$ cat config.mk
export PLATFORM = sky130hd
export DESIGN_NAME = prim_dom_and_sched
export DESIGN_NICKNAME = d
export VERILOG_FILES = /design/src/rtl/prim_dom_and_sched_pkg.sv /design/src/rtl/prim_dom_and_2share.sv /design/src/rtl/prim_dom_and_sched_rr.sv /design/src/rtl/prim_dom_and_sched.sv
export SDC_FILE = /design/constraint.sdc
export NUM_CORES = 1
export LEC_CHECK = 0
export ABC_AREA = 1
export BUFFER_PORTS_ARGS = -buffer_cell sky130_fd_sc_hd__buf_2
export CAP_MARGIN = 20
export CORE_MARGIN = 3
export CORE_UTILIZATION = 56
export DETAILED_ROUTE_END_ITERATION = 10
export PLACE_DENSITY = 0.93
export SLEW_MARGIN = 20
export SYNTH_ARGS = -nofsm -noshare
export SYNTH_HDL_FRONTEND = slang
export SYNTH_SLANG_ARGS = --single-unit
$ cat constraint.sdc
create_clock -name clk_i -period 4.1 [get_ports clk_i]
set_clock_uncertainty 0.2 [all_clocks]
set_input_delay 0.615 -clock clk_i [delete_from_list [all_inputs] [get_ports clk_i]]
set_output_delay 0.615 -clock clk_i [all_outputs]
set_load 0.005 [all_outputs]
$ cat src/rtl/prim_dom_and_sched_pkg.sv
// Shared types and defaults for the DOM-AND scheduler.
// Optional build macro: PRIM_DOM_AND_SCHED_CLEAR_EN (see prim_dom_and_sched.sv).
package prim_dom_and_sched_pkg;

  localparam int unsigned DefaultDW     = 8;
  localparam int unsigned DefaultNumReq = 2;

  typedef enum logic [1:0] {
    IDLE     = 2'd0,
    WAIT_RND = 2'd1,
    COMPUTE  = 2'd2,
    RESP     = 2'd3
  } sched_st_e;

endpackage

$ cat src/rtl/prim_dom_and_2share.sv
// Two-share domain-oriented masked AND. Cross-domain terms are remasked with z_i
// and registered on z_valid_i; inputs must stay stable while the result is used.
module prim_dom_and_2share #(
  parameter int unsigned DW       = 2,
  parameter bit          Pipeline = 1'b0
) (
  input  logic          clk_i,
  input  logic          rst_ni,
  input  logic [DW-1:0] a0_i,
  input  logic [DW-1:0] a1_i,
  input  logic [DW-1:0] b0_i,
  input  logic [DW-1:0] b1_i,
  input  logic          z_valid_i,
  input  logic [DW-1:0] z_i,
  output logic [DW-1:0] q0_o,
  output logic [DW-1:0] q1_o
);

  logic [DW-1:0] t0_d, t1_d, t0_q, t1_q;
  logic [DW-1:0] in0, in1;

  assign t0_d = (a0_i & b1_i) ^ z_i;
  assign t1_d = (a1_i & b0_i) ^ z_i;

  always_ff @(posedge clk_i or negedge rst_ni) begin
    if (!rst_ni) begin
      t0_q <= '0;
      t1_q <= '0;
    end else if (z_valid_i) begin
      t0_q <= t0_d;
      t1_q <= t1_d;
    end
  end

  if (Pipeline) begin : gen_inner_reg
    logic [DW-1:0] i0_q, i1_q;
    always_ff @(posedge clk_i or negedge rst_ni) begin
      if (!rst_ni) begin
        i0_q <= '0;
        i1_q <= '0;
      end else if (z_valid_i) begin
        i0_q <= a0_i & b0_i;
        i1_q <= a1_i & b1_i;
      end
    end
    assign in0 = i0_q;
    assign in1 = i1_q;
  end else begin : gen_inner_comb
    assign in0 = a0_i & b0_i;
    assign in1 = a1_i & b1_i;
  end

  assign q0_o = in0 ^ t0_q;
  assign q1_o = in1 ^ t1_q;

endmodule

$ cat src/rtl/prim_dom_and_sched_rr.sv
// Combinational round-robin pick: first set request at or after ptr_i, with wrap-around.
// Pointer state is owned by the parent.
module prim_dom_and_sched_rr
  import prim_dom_and_sched_pkg::*;
#(
  parameter  int unsigned NumReq = DefaultNumReq,
  localparam int unsigned IdW    = $clog2(NumReq)
) (
  input  logic [NumReq-1:0] req_i,
  input  logic [IdW-1:0]    ptr_i,
  output logic [NumReq-1:0] gnt_o,
  output logic [IdW-1:0]    idx_o,
  output logic              any_o
);

  logic [IdW:0] cand;

  always_comb begin
    gnt_o = '0;
    idx_o = '0;
    any_o = 1'b0;
    cand  = '0;
    for (int unsigned i = 0; i < NumReq; i++) begin
      cand = {1'b0, ptr_i} + (IdW+1)'(i);
      if (cand >= (IdW+1)'(NumReq)) cand = cand - (IdW+1)'(NumReq);
      if (!any_o && req_i[cand[IdW-1:0]]) begin
        any_o = 1'b1;
        idx_o = cand[IdW-1:0];
      end
    end
    gnt_o[idx_o] = any_o;
  end

endmodule

$ cat src/rtl/prim_dom_and_sched.sv
// Round-robin sequencer time-sharing one prim_dom_and_2share between NumReq requesters.
// Define PRIM_DOM_AND_SCHED_CLEAR_EN to wipe operand/random regs on the response handshake.
module prim_dom_and_sched
  import prim_dom_and_sched_pkg::*;
#(
  parameter  int unsigned DW     = DefaultDW,
  parameter  int unsigned NumReq = DefaultNumReq,
  localparam int unsigned IdW    = $clog2(NumReq)
) (
  input  logic                 clk_i,
  input  logic                 rst_ni,
  input  logic [NumReq-1:0]    req_valid_i,
  output logic [NumReq-1:0]    req_ready_o,
  input  logic [NumReq*DW-1:0] req_a0_i,
  input  logic [NumReq*DW-1:0] req_a1_i,
  input  logic [NumReq*DW-1:0] req_b0_i,
  input  logic [NumReq*DW-1:0] req_b1_i,
  output logic                 rnd_req_o,
  input  logic                 rnd_ack_i,
  input  logic [DW-1:0]        rnd_data_i,
  output logic                 rsp_valid_o,
  input  logic                 rsp_ready_i,
  output logic [IdW-1:0]       rsp_id_o,
  output logic [DW-1:0]        rsp_q0_o,
  output logic [DW-1:0]        rsp_q1_o,
  output logic                 busy_o
);

  sched_st_e       state_q;
  logic [IdW-1:0]  ptr_q, ptr_d, id_q;
  logic [DW-1:0]   a0_q, a1_q, b0_q, b1_q, z_q;
  logic [NumReq-1:0] gnt;
  logic [IdW-1:0]  gnt_idx;
  logic            gnt_any;
  logic            z_valid;
  logic [DW-1:0]   mul_q0, mul_q1;

  prim_dom_and_sched_rr #(
    .NumReq (NumReq)
  ) u_rr (
    .req_i (req_valid_i),
    .ptr_i (ptr_q),
    .gnt_o (gnt),
    .idx_o (gnt_idx),
    .any_o (gnt_any)
  );

  assign ptr_d = (gnt_idx == IdW'(NumReq - 1)) ? '0 : gnt_idx + 1'b1;

  always_ff @(posedge clk_i or negedge rst_ni) begin
    if (!rst_ni) begin
      state_q <= IDLE;
      ptr_q   <= '0;
      id_q    <= '0;
      a0_q    <= '0;
      a1_q    <= '0;
      b0_q    <= '0;
      b1_q    <= '0;
      z_q     <= '0;
    end else begin
      unique case (state_q)
        IDLE: begin
          if (gnt_any) begin
            state_q <= WAIT_RND;
            ptr_q   <= ptr_d;
            id_q    <= gnt_idx;
            a0_q    <= req_a0_i[gnt_idx*DW +: DW];
            a1_q    <= req_a1_i[gnt_idx*DW +: DW];
            b0_q    <= req_b0_i[gnt_idx*DW +: DW];
            b1_q    <= req_b1_i[gnt_idx*DW +: DW];
          end
        end
        WAIT_RND: begin
          if (rnd_ack_i) begin
            z_q     <= rnd_data_i;
            state_q <= COMPUTE;
          end
        end
        COMPUTE: state_q <= RESP;
        RESP: begin
          if (rsp_ready_i) begin
            state_q <= IDLE;
`ifdef PRIM_DOM_AND_SCHED_CLEAR_EN
            a0_q <= '0;
            a1_q <= '0;
            b0_q <= '0;
            b1_q <= '0;
            z_q  <= '0;
`endif
          end
        end
        default: state_q <= IDLE;
      endcase
    end
  end

  // Grant is combinational in IDLE; qualify with reset so ready is 0 while held in reset.
  assign req_ready_o = (state_q == IDLE && rst_ni) ? gnt : '0;
  assign rnd_req_o   = (state_q == WAIT_RND);
  assign z_valid     = (state_q == COMPUTE);
  assign rsp_valid_o = (state_q == RESP);
  assign busy_o      = (state_q != IDLE);

  prim_dom_and_2share #(
    .DW       (DW),
    .Pipeline (1'b0)
  ) u_and (
    .clk_i     (clk_i),
    .rst_ni    (rst_ni),
    .a0_i      (a0_q),
    .a1_i      (a1_q),
    .b0_i      (b0_q),
    .b1_i      (b1_q),
    .z_valid_i (z_valid),
    .z_i       (z_q),
    .q0_o      (mul_q0),
    .q1_o      (mul_q1)
  );

  assign rsp_id_o = rsp_valid_o ? id_q   : '0;
  assign rsp_q0_o = rsp_valid_o ? mul_q0 : '0;
  assign rsp_q1_o = rsp_valid_o ? mul_q1 : '0;

`ifndef SYNTHESIS
  logic zv_seen_q;
  always_ff @(posedge clk_i or negedge rst_ni) begin
    if (!rst_ni)               zv_seen_q <= 1'b0;
    else if (|req_ready_o)     zv_seen_q <= 1'b0;
    else if (z_valid)          zv_seen_q <= 1'b1;
  end

  a_ready_onehot0: assert property (@(posedge clk_i) disable iff (!rst_ni)
    $onehot0(req_ready_o));
  a_single_zvalid: assert property (@(posedge clk_i) disable iff (!rst_ni)
    z_valid |-> !zv_seen_q);
  a_rsp_stable: assert property (@(posedge clk_i) disable iff (!rst_ni)
    (rsp_valid_o && !rsp_ready_i) |=> (rsp_valid_o && $stable(rsp_id_o) &&
                                       $stable(rsp_q0_o) && $stable(rsp_q1_o)));
  a_unmasked_ok: assert property (@(posedge clk_i) disable iff (!rst_ni)
    rsp_valid_o |-> ((rsp_q0_o ^ rsp_q1_o) == ((a0_q ^ a1_q) & (b0_q ^ b1_q))));
`endif

endmodule

==> flow_metrics.py <==
metrics = {
    "outcome": {
        "outcome": "finished clean",
    },
    "pwr": {
        "pwr-share-seq_pct": 39.3,
        "p_per_area_mw_per_mm2": 758,
        "swShare_pct": 45.1,
        "irDropWorstVdd_mv": 0.511,
        "power_switching_uw": 1360,
        "p_comb_share_pct": 44.3,
        "p_int_uw": 1660,
        "clockPowerShare_pct": 16.4,
        "power.leakage_uw": 0.00205,
    },
    "worst_hold_path": {
        "min_path_type": "primary input to async pin",
    },
    "setup_path": {
        "critical_path.max_stage_delay_ps": 590,
        "crit_buf_inv": 3,
        "critPathMostFrequentCell": "buf_2",
        "cpLargestDelayFamily": "buffers and inverters",
        "worstPathRequired_ps": 3280,
        "reg2reg_to": "state_q[0]",
        "path_max_fanout": 35,
        "crit_start": "req_valid_i[1]",
        "r2r-start": "state_q[0]",
        "path_cells": "buf_2, nor2_4, nor2_8, nand3_1, inv_1, buf_2",
        "critPathLaunchType": "primary input",
        "cp_slowest_cell": "buf_2",
        "end_kind": "output port",
        "path_class": "primary input to output port",
        "cp_data_arrival_time_ps": 2110,
        "rrSetupSlack_ps": 1550,
        "worstRegToRegCells": 6,
    },
    "flow_run": {
        "cap_viol_max_count": 0,
    },
    "yosys": {
        "synth_cell_types": 24,
        "synth_largest_area_cell": "dfrtp_1",
        "synth_seq_cells": 60,
        "yosysTopAreaCellShare_pct": 44.7,
        "ys_seq_area_share_pct": 44.7,
        "syn_area_per_cell_sq_um": 8.00,
        "syn-instance-count": 420,
        "synth_area_sq_mm": 0.00336,
        "synth_fp_nets": 502,
        "yosys_warnings": 0,
        "ys_top_cells_by_area": "dfrtp_1 45%, nand2_1 14%, nand3_1 11%",
    },
    "clock_network": {
        "htree_num_levels": 3,
        "cts_tree": "yes",
        "post_cts_resized": 0,
        "clkSinkCount": 60,
        "cts_setup_buffers": 0,
        "cts_buffer_depth": 2,
        "cts-hold-fix-buffers": 0,
        "cts_buffers": 9,
        "ctsRootBufferMaster": "clkbuf_8",
        "cts.reportedPaths.clkPinSlew_ps": 70,
        "clkLatencyLatePin_ps": 350,
    },
    "timing": {
        "rsz0062_at_grt": "no",
        "finalCritPeriodShare_pct": 71.3,
        "slew_violations": 0,
        "fin_crit_ps": 2920,
        "fin_ws_ps": 1180,
        "hold_viol": 0,
        "max_freq_mhz": 342,
        "setup_violations": 0,
        "worstMarginPinSlew_ps": 832,
        "setup-tns-final_ps": 0,
        "relSlewSlack_pct": 44.5,
    },
    "cells_and_area": {
        "n_antenna_cell": 0,
        "layout_commonest_cell": "nand2_1",
        "regArea_sq_mm": 0.00150,
        "n_fill_cell": 431,
        "drive_gt1_share_pct": 25.0,
        "final_cell_mix": "125 x nand2_1, 99 x buf_2, 74 x nand3_1, 60 x dfrtp_1, 34 x nand4_1",
        "multi_input_area_sq_mm": 0.00163,
        "nets": 588,
        "syn_to_final_growth_pct": 18.3,
    },
    "floorplan": {
        "ioPinCount": 100,
        "num_rows": 27,
        "dieArea_sq_mm": 0.00696,
        "coreArea_sq_mm": 0.00564,
        "die_w_um": 83.4,
        "fp.dieH_um": 83.4,
        "start_util_pct": 59.5,
    },
    "routing": {
        "drt_iter0_drc": 342,
        "drtAntennaViolNets": 0,
        "route.detailed.drc": 0,
        "drt_first_pass_iters": 5,
        "dr_total_vias": 3434,
        "wl_per_cell_um": 16.3,
        "routed_wl_mm": 9.52,
        "viasPerCell": 5.89,
    },
    "placement": {
        "dp_hpwl_mm": 6.32,
        "preCtsSetupSlack_ps": 1220,
        "io_buffers": 99,
        "gp_congestion": 0.875,
    },
    "global_routing": {
        "grt_pass1_wl_mm": 16.2,
        "overflow": 0,
        "grt_max_degree": 61,
        "antenna_found_initial": 0,
        "grt.total_usage_pct": 29.0,
        "grt_pass1_vias": 3406,
    },
}
-- synth_stat cells, drive strengths merged --
master,count
nand2,127
xor2,16
nand3,82
a21oi,24
clkinv,1
nand4,34
o21ai,3
buf,20
dfrtp,60
clkbuf,6
nor2,27
ha,4
inv,16
-- registers in the layout, indices dropped and copies added (netlist names) --
| name | count |
|---|---|
| u_and.t0_q | 8 |
| id_q | 1 |
| b1_q | 8 |
| a0_q | 8 |
| b0_q | 8 |
| u_and.t1_q | 8 |
| a1_q | 8 |
| z_q | 8 |
| ptr_q | 1 |
| state_q | 2 |
-- worst register-to-register path, stage by stage, from the launching register on --
cell      delay [ps]
dfrtp_1          430
inv_1            110
ha_1             630
clkinv_1         730
nand2_1          190
nand4_1          110
nand2_1           90
-- stage by stage --
| step | hold slack, ps | total power [uW] | utilization, % | instances | cell area [sq um] |
|---|---|---|---|---|---|
| after floorplan | 119 | 2120 | - | 420 | 3360 |
| after global placement | 270 | 2390 | 67.2 | 567 | 3790 |
| after detailed placement | 273 | 2470 | 67.2 | 567 | 3790 |
| after CTS | 281 | 2990 | 70.4 | 583 | 3970 |
| after global routing | 313 | 3250 | 70.4 | 583 | 3970 |
| final | 264 | 3010 | 70.4 | 583 | 3970 |
-- worst max-delay path by stage --
stage,to,depth (start not counted)
3_3_place_gp,req_ready_o[0],6
2_1_floorplan,req_ready_o[0],8
6_report,req_ready_o[0],6
5_1_grt,req_ready_o[0],6
3_5_place_dp,req_ready_o[0],6
4_1_cts,req_ready_o[0],6
-- routing by layer --
metal	global-route usage [%]	wire, um	share of wire, %
met5	0	0	0
met4	13.9	294	3.1
met3	7.84	874	9.2
met2	46.8	4560	48
met1	36.3	3790	40
-- area by class of cell --
cell class,count,share of cell area (%)
clock inverters,1,0.126
repair buffers,101,12.9
well taps,72,2.27
flip-flops and latches,60,37.8
inverters,17,1.61
multi-input cells,317,40.9
clock buffers,15,4.44
-- logic make-up after synthesis --
kind of cell / Yosys count / share of synthesized area, %
and+or+nand+nor: 270 / 38.4
AOI/OAI and AO/OA: 27 / 4.36
DFF: 60 / 44.7
xor gates and xnor gates: 16 / 4.17
adders and majority gates: 4 / 1.49
buffers and inverters: 43 / 6.89
-- power groups by stage --
stage	clock, uW	sequential, uW	combinational [uW]
floorplan	0	1090	1030
global placement	0	1150	1240
detailed placement	0	1170	1300
CTS	496	1170	1320
global route	525	1220	1510
finish	494	1180	1330
(Power assumes the default switching activity.)
